**config.mk**
```make
export PLATFORM = sky130hd
export DESIGN_NAME = i2c_target_regs
export DESIGN_NICKNAME = d
export VERILOG_FILES = /design/src/rtl/i2c_pkg.sv /design/src/rtl/i2c_line_sync.sv /design/src/rtl/i2c_target_regs.sv
export SDC_FILE = /design/constraint.sdc
export NUM_CORES = 1
export LEC_CHECK = 0
export CAP_MARGIN = 10
export CORE_MARGIN = 3
export CORE_UTILIZATION = 50
export CTS_CLUSTER_SIZE = 10
export DETAILED_ROUTE_END_ITERATION = 12
export PLACE_DENSITY = 0.72
export SLEW_MARGIN = 20
export SYNTH_ARGS = -nofsm -noshare
export SYNTH_HDL_FRONTEND = slang
export SYNTH_HIERARCHICAL = 1
export SYNTH_SLANG_ARGS = --single-unit
```
**constraint.sdc**
```tcl
create_clock -name CLK -period 8.1 [get_ports CLK]
set_clock_uncertainty 0.2 [all_clocks]
set_input_delay 1.215 -clock CLK [delete_from_list [all_inputs] [get_ports CLK]]
set_output_delay 1.215 -clock CLK [all_outputs]
set_load 0.02 [all_outputs]
```
**src/rtl/i2c_pkg.sv**
```systemverilog
// Shared I2C target definitions: FSM state/phase enums, bus-level constants
// and the default CPLD target address.
package i2c_pkg;

  // Byte-level protocol state of the target.
  typedef enum logic [2:0] {
    ST_IDLE,
    ST_ADDR,
    ST_PTR,
    ST_WDATA,
    ST_RDATA
  } i2c_tgt_state_t;

  // Position within a byte: data bits, waiting for the ACK slot, inside the ACK slot.
  typedef enum logic [1:0] {
    PH_BITS,
    PH_ACK_WAIT,
    PH_ACK_DRIVE
  } i2c_tgt_phase_t;

  localparam logic I2C_RW_WRITE = 1'b0;
  localparam logic I2C_RW_READ  = 1'b1;

  localparam logic I2C_ACK  = 1'b0;
  localparam logic I2C_NACK = 1'b1;

  localparam logic [6:0] I2C_CPLD_ADDR = 7'b0111110;

endpackage

```
**src/rtl/i2c_line_sync.sv**
```systemverilog
// Two-FF synchronisers for SCL/SDA plus edge and START/STOP strobes.
// Ports:
//   CLK, rst_n          clock, synchronous active-low reset
//   scl_o, sda_o        raw pin values from the IOBUF
//   scl_s, sda_s        synchronised line levels
//   scl_rise_c/_fall_c  one-cycle SCL edge strobes
//   start_c / stop_c    one-cycle START / STOP strobes
module i2c_line_sync (
  input  logic CLK,
  input  logic rst_n,
  input  logic scl_o,
  input  logic sda_o,
  output logic scl_s,
  output logic sda_s,
  output logic scl_rise_c,
  output logic scl_fall_c,
  output logic start_c,
  output logic stop_c
);

  logic scl_meta, sda_meta;
  logic scl_prev, sda_prev;

  // Reset to the idle-high bus level so no edge is seen leaving reset.
  always_ff @(posedge CLK) begin
    if (!rst_n) begin
      scl_meta <= 1'b1;
      sda_meta <= 1'b1;
      scl_s    <= 1'b1;
      sda_s    <= 1'b1;
      scl_prev <= 1'b1;
      sda_prev <= 1'b1;
    end else begin
      scl_meta <= scl_o;
      sda_meta <= sda_o;
      scl_s    <= scl_meta;
      sda_s    <= sda_meta;
      scl_prev <= scl_s;
      sda_prev <= sda_s;
    end
  end

  assign scl_rise_c = scl_s & ~scl_prev;
  assign scl_fall_c = ~scl_s & scl_prev;
  // SCL must be high on both samples so an SCL edge never looks like START/STOP.
  assign start_c    = scl_s & scl_prev & sda_prev & ~sda_s;
  assign stop_c     = scl_s & scl_prev & ~sda_prev & sda_s;

endmodule

```
**src/rtl/i2c_target_regs.sv**
```systemverilog
// I2C target on a single 7-bit address exposing NUM_REGS 8-bit registers.
// Write: START, addr+W, pointer, data... ; read: START, addr+R, data...
// Optional bus-stuck timeout enabled by defining I2C_TGT_TIMEOUT_EN.
// Ports:
//   CLK, rst_n      clock, synchronous active-low reset
//   scl_o, sda_o    SCL/SDA pin values from the IOBUF
//   sda_i           SDA drive value (always 0, open-drain)
//   sda_t           1 = pull SDA low
//   regs_q          register file, reg k at [8k+7:8k]
//   wr_pulse        one-cycle strobe per committed write
//   wr_ptr          register index of that write
//   busy            high from START until STOP or abort
module i2c_target_regs
  import i2c_pkg::*;
#(
  parameter logic [6:0]  TGT_ADDR       = I2C_CPLD_ADDR,
  parameter int unsigned NUM_REGS       = 4,
  parameter int unsigned TIMEOUT_CYCLES = 2_000_000
) (
  input  logic                  CLK,
  input  logic                  rst_n,
  input  logic                  scl_o,
  input  logic                  sda_o,
  output logic                  sda_i,
  output logic                  sda_t,
  output logic [8*NUM_REGS-1:0] regs_q,
  output logic                  wr_pulse,
  output logic [7:0]            wr_ptr,
  output logic                  busy
);

  localparam int unsigned IDX_W     = (NUM_REGS > 1) ? $clog2(NUM_REGS) : 1;
  localparam logic [7:0]  NUM_REGS_B = 8'(NUM_REGS);

  if (NUM_REGS < 1 || NUM_REGS > 16 || TIMEOUT_CYCLES < 1) begin : g_param_check
    $error("i2c_target_regs: NUM_REGS must be 1..16 and TIMEOUT_CYCLES >= 1");
  end

  logic scl_s, sda_s, scl_rise_c, scl_fall_c, start_c, stop_c, timeout_c;

  i2c_line_sync u_sync (
    .CLK        (CLK),
    .rst_n      (rst_n),
    .scl_o      (scl_o),
    .sda_o      (sda_o),
    .scl_s      (scl_s),
    .sda_s      (sda_s),
    .scl_rise_c (scl_rise_c),
    .scl_fall_c (scl_fall_c),
    .start_c    (start_c),
    .stop_c     (stop_c)
  );

  i2c_tgt_state_t state;
  i2c_tgt_phase_t phase;
  logic [2:0]     bit_cnt;
  logic [6:0]     shreg;
  logic [7:0]     tx;
  logic [7:0]     pointer;
  logic           ack_q;
  logic           rw_q;
  logic [7:0]     regs [NUM_REGS];

  logic [7:0] rx_byte_c, ptr_inc_c, rd_cur_c, rd_nxt_c;
  logic       ptr_valid_c;

  assign sda_i     = 1'b0;
  assign rx_byte_c = {shreg, sda_s};
  assign ptr_inc_c = pointer + 8'd1;
  assign ptr_valid_c = (pointer < NUM_REGS_B);

  // Read data for the current and the next pointer; out-of-range reads as 0xFF.
  always_comb begin
    rd_cur_c = 8'hFF;
    rd_nxt_c = 8'hFF;
    if (pointer < NUM_REGS_B)   rd_cur_c = regs[pointer[IDX_W-1:0]];
    if (ptr_inc_c < NUM_REGS_B) rd_nxt_c = regs[ptr_inc_c[IDX_W-1:0]];
  end

  for (genvar k = 0; k < NUM_REGS; k++) begin : g_regs_out
    assign regs_q[8*k +: 8] = regs[k];
  end

`ifdef I2C_TGT_TIMEOUT_EN
  localparam int unsigned TO_W = $clog2(TIMEOUT_CYCLES + 1);
  logic [TO_W-1:0] to_cnt;

  // Counts consecutive cycles of SCL held low during a transfer.
  always_ff @(posedge CLK) begin
    if (!rst_n)              to_cnt <= '0;
    else if (busy && !scl_s) to_cnt <= to_cnt + TO_W'(1);
    else                     to_cnt <= '0;
  end

  assign timeout_c = busy && !scl_s && (to_cnt == TO_W'(TIMEOUT_CYCLES - 1));
`else
  assign timeout_c = 1'b0;
`endif

  // Protocol FSM; START/STOP/timeout override every state.
  always_ff @(posedge CLK) begin
    if (!rst_n) begin
      state    <= ST_IDLE;
      phase    <= PH_BITS;
      bit_cnt  <= 3'd7;
      shreg    <= '0;
      tx       <= '0;
      pointer  <= '0;
      ack_q    <= I2C_NACK;
      rw_q     <= I2C_RW_WRITE;
      sda_t    <= 1'b0;
      wr_pulse <= 1'b0;
      wr_ptr   <= '0;
      busy     <= 1'b0;
      for (int k = 0; k < NUM_REGS; k++) regs[k] <= '0;
    end else begin
      wr_pulse <= 1'b0;
      if (start_c) begin
        state   <= ST_ADDR;
        phase   <= PH_BITS;
        bit_cnt <= 3'd7;
        busy    <= 1'b1;
        sda_t   <= 1'b0;
      end else if (stop_c || timeout_c) begin
        state <= ST_IDLE;
        phase <= PH_BITS;
        busy  <= 1'b0;
        sda_t <= 1'b0;
      end else begin
        case (state)
          ST_ADDR, ST_PTR, ST_WDATA: begin
            case (phase)
              PH_BITS: if (scl_rise_c) begin
                shreg   <= rx_byte_c[6:0];
                bit_cnt <= bit_cnt - 3'd1;
                if (bit_cnt == 3'd0) begin
                  phase <= PH_ACK_WAIT;
                  if (state == ST_ADDR) begin
                    if (rx_byte_c[7:1] == TGT_ADDR) begin
                      ack_q <= I2C_ACK;
                      rw_q  <= rx_byte_c[0];
                    end else begin
                      state <= ST_IDLE;
                      phase <= PH_BITS;
                    end
                  end else if (state == ST_PTR) begin
                    pointer <= rx_byte_c;
                    ack_q   <= I2C_ACK;
                  end else begin
                    if (ptr_valid_c) begin
                      regs[pointer[IDX_W-1:0]] <= rx_byte_c;
                      wr_pulse <= 1'b1;
                      wr_ptr   <= pointer;
                      ack_q    <= I2C_ACK;
                    end else begin
                      ack_q <= I2C_NACK;
                    end
                    pointer <= ptr_inc_c;
                  end
                end
              end
              PH_ACK_WAIT: if (scl_fall_c) begin
                sda_t <= (ack_q == I2C_ACK);
                phase <= PH_ACK_DRIVE;
              end
              default: if (scl_fall_c) begin
                // The fall ending the ACK slot also presents read bit 7.
                bit_cnt <= 3'd7;
                phase   <= PH_BITS;
                if (state == ST_ADDR && rw_q == I2C_RW_READ) begin
                  state <= ST_RDATA;
                  tx    <= rd_cur_c;
                  sda_t <= ~rd_cur_c[7];
                end else begin
                  sda_t <= 1'b0;
                  if (state == ST_ADDR && rw_q == I2C_RW_WRITE) state <= ST_PTR;
                  else if (state == ST_PTR)                     state <= ST_WDATA;
                end
              end
            endcase
          end
          ST_RDATA: begin
            case (phase)
              PH_BITS: if (scl_fall_c) begin
                if (bit_cnt == 3'd0) begin
                  sda_t <= 1'b0;
                  phase <= PH_ACK_WAIT;
                end else begin
                  sda_t   <= ~tx[bit_cnt - 3'd1];
                  bit_cnt <= bit_cnt - 3'd1;
                end
              end
              PH_ACK_WAIT: if (scl_rise_c) begin
                if (sda_s == I2C_ACK) begin
                  pointer <= ptr_inc_c;
                  tx      <= rd_nxt_c;
                  phase   <= PH_ACK_DRIVE;
                end else begin
                  state <= ST_IDLE;
                  phase <= PH_BITS;
                end
              end
              default: if (scl_fall_c) begin
                sda_t   <= ~tx[7];
                bit_cnt <= 3'd7;
                phase   <= PH_BITS;
              end
            endcase
          end
          default: ;
        endcase
      end
    end
  end

endmodule

```
==> impl_results.md <==
- Status: completed
- Clock slew at reported path FFs: 0.09 ns
- Port bufs: 46
- Detailed Route WL: 10,800 µm
- Top cell type's share of synthesized area: 0.236
- Post-Syn Nets: 426
- Mean Syn Cell Area: 10.5 µm²
- Slew Limit Headroom: 0.334
- Largest cells by area after synthesis: dfxtp_1 (24%), edfxtp_1 (22%), mux4_2 (9.2%)
- Synth Register Bits: between 80 and 90
- FMAX: 245 MHz
- Sink Count: 84
- Final #Nets: 456
- DR top layer: met4
- Cells after Synth: 419
- Metal2 WL: approximately 5100 µm
- First-pass GRT wire length: 17,400 µm
- Post-synth ARST share: 0
- Synth area leader: dfxtp_1
- Leading cell type in the layout, fill and taps excluded: dfxtp_1
- Initial Utilization: 0.526
- Most used DFF post-synth: dfxtp_1
- Most frequent cells in the layout: dfxtp_1 (51), clkdlybuf4s50_1 (46), and2_1 (33), edfxtp_1 (32), nor2_1 (29)
- Vias/cell: approximately 6.3
- Drt wl/cell: 19.4 µm
- Req. time, crit path: 7.92 ns
- Hold Vio Cnt, Final: 0
- DR vias: 3,497
- Core region area: between 0.008 and 0.009 mm²
- Pleak: 1.85 nW
- Die Span Y: 99.9 µm
- Reg area: 0.00200 mm²
- DRT antenna net count: 0
- P&R area growth vs syn: 15.4%
- Post-synthesis sequential area ratio: 0.454
- Std cell rows: 33
- IO Pins: 48
- CP Max Fanout: 40
- Post-CTS Resized: 0
- Power Density: 156 mW/mm²
- # fillers: 689
- CTS tree: done
- Final setup fails: 0
- CP arrival: 3.90 ns
- Met1 WL: 4850 µm
- Hold WS: approximately 0.22 ns
- RSZ-0062 raised after global routing: false
- Fin crit period: 4.08 ns
- Clk buf depth: 2
- Slew Limit Fails: 0
- Vias in the first global route: 3,243
- Nature of the critical path endpoint: flop
- Initial antenna violation count: 0
- H-tree depth: 3
- Sum Neg Setup Slack: 0 ns
- CTS hold repair buffers: 0
- Synth cell types: 64
- Clk_lat worst skew: 0.35 ns
- Worst slew pin tran: slightly below 1 ns
- Setup CP Type: in -> reg
- Pin count of the biggest net entering global routing: 41
- Tightest Hold Check Type: reg -> reg
- Tot GR Track Use: 0.222
- Root Buffer: clkbuf_8
- Remaining Overflow, GRT: 0
- Die ar.: 0.00998 mm²
- EDFF count, synth: 32
- Mapped Area: 0.00441 mm²
- Post-CTS setup buffer count: 0
- CP startpoint kind: input port
- DRC Markers: 0
- Synth Warn #: 6
- CTS Buf Count: 9
- Period utilisation layout: 0.503
- Iteration-0 DRC count of the detailed router: 306
- Max-Cap Viols: 0
- WL met3: 727 µm
- Layout cells sized above 1: 0.112
- Max rail drop VDD: 108 µV
- Routability cong.: roughly 0.91
- Chip width: 99.9 µm
- DP HPWL: slightly below 8000 µm
- N_diodes: 0
- Multi-input gate area: about 0.0023 mm²
- DRT Pass-1 Iters: 5
==> logic make-up (layout without fill, tap and decap cells) <==
kind of cell / after synthesis / in the layout / share of synthesized area
other: 1 / 1 / 0.000850
AO/OA/AOI/OAI: 81 / 81 / 0.126
adder cells (fa/ha/maj): 3 / 3 / 0.00851
AND/OR/NAND/NOR: 181 / 181 / 0.244
XOR/XNOR: 3 / 3 / 0.00596
multiplexers: 33 / 33 / 0.126
flip-flops: 84 / 84 / 0.454
buffers and inverters: 33 / 68 / 0.0349
==> worst max-delay path, stage by stage <==
cell             delay [ns]
clkdlybuf4s50_1        0.45
buf_4                  0.34
nand2_1                0.21
nor4_2                 0.90
and3b_1                0.41
nand2b_1               0.36
==> cell type report <==
type | instances | share of cell area
sequential | 84 | 0.393
inverter | 5 | 0.00369
multi-input combinational | 302 | 0.446
clock inverter | 6 | 0.0140
timing repair buffer | 47 | 0.0919
tap | 105 | 0.0258
clock buffer | 10 | 0.0251
==> metrics by stage <==
step	total power [mW]	std cells	cell area (µm²)	setup slack, ns	utilization
floorplan	0.483	419	4410	4.99	-
global placement	0.503	543	4880	3.80	0.582
detailed placement	0.503	543	4880	3.67	0.582
CTS	0.800	559	5080	4.04	0.606
global route	0.821	559	5090	3.81	0.607
finish	0.795	559	5090	4.02	0.607
==> power by group <==
| group | total [mW] | leakage [nW] | switching (mW) | internal [mW] |
|---|---|---|---|---|
| sequential | 0.451 | 0.752 | 0.00744 | 0.444 |
| clock | 0.301 | 0.0935 | 0.156 | 0.145 |
| combinational | 0.0426 | 1.00 | 0.0236 | 0.0190 |
==> state kept, by name, summed over array words and instances (netlist names), 2 cells and up, named ones only <==
register	cells
tx	8
bit_cnt	3
state	3
regs	32
wr_ptr	8
phase	2
pointer	8
shreg	7
==> synthesized netlist by cell type, drive strengths merged, types with 2 or more instances <==
master and n:
nor3b 5, a211oi 2, and2 33, nand2b 13
a22o 8, or3 4, nand4 4, and3b 2
mux4 18, nor2b 16, a21boi 5, ha 3
dfxtp 52, edfxtp 32, xnor2 2, o311ai 3
o31ai 4, nand3 8, nor2 29, nor3 3
and3 13, o21ai 27, a31oi 4, mux2i 15
a21oi 7, o211ai 2, o211a 3, nor4 3
o22ai 2, or4 4, or4b 7, inv 5
nor4b 4, or2 2, and4b 2, nand2 26
clkbuf 18, buf 10
==> path summary, 6_finish.rpt <==
path / start / endpoint / slack, ns / cells after the start
worst min-delay path: u_sync/scl_meta / u_sync/scl_s / 0.22 / 1
worst max-delay path: rst_n / regs[1][6] / 4.02 / 6
worst max register to register: u_sync/sda_s / regs[1][6] / 4.32 / 6
worst min register to register: u_sync/scl_meta / u_sync/scl_s / 0.22 / 1
==> per-layer routing <==
metal | vias up | GRT usage
li1 | 1623 | -
met4 | 0 | 0.0704
met3 | 21 | 0.0334
met5 | - | 0
met2 | 160 | 0.346
met1 | 1693 | 0.320
No activity file was read; power rests on OpenSTA's default activity.
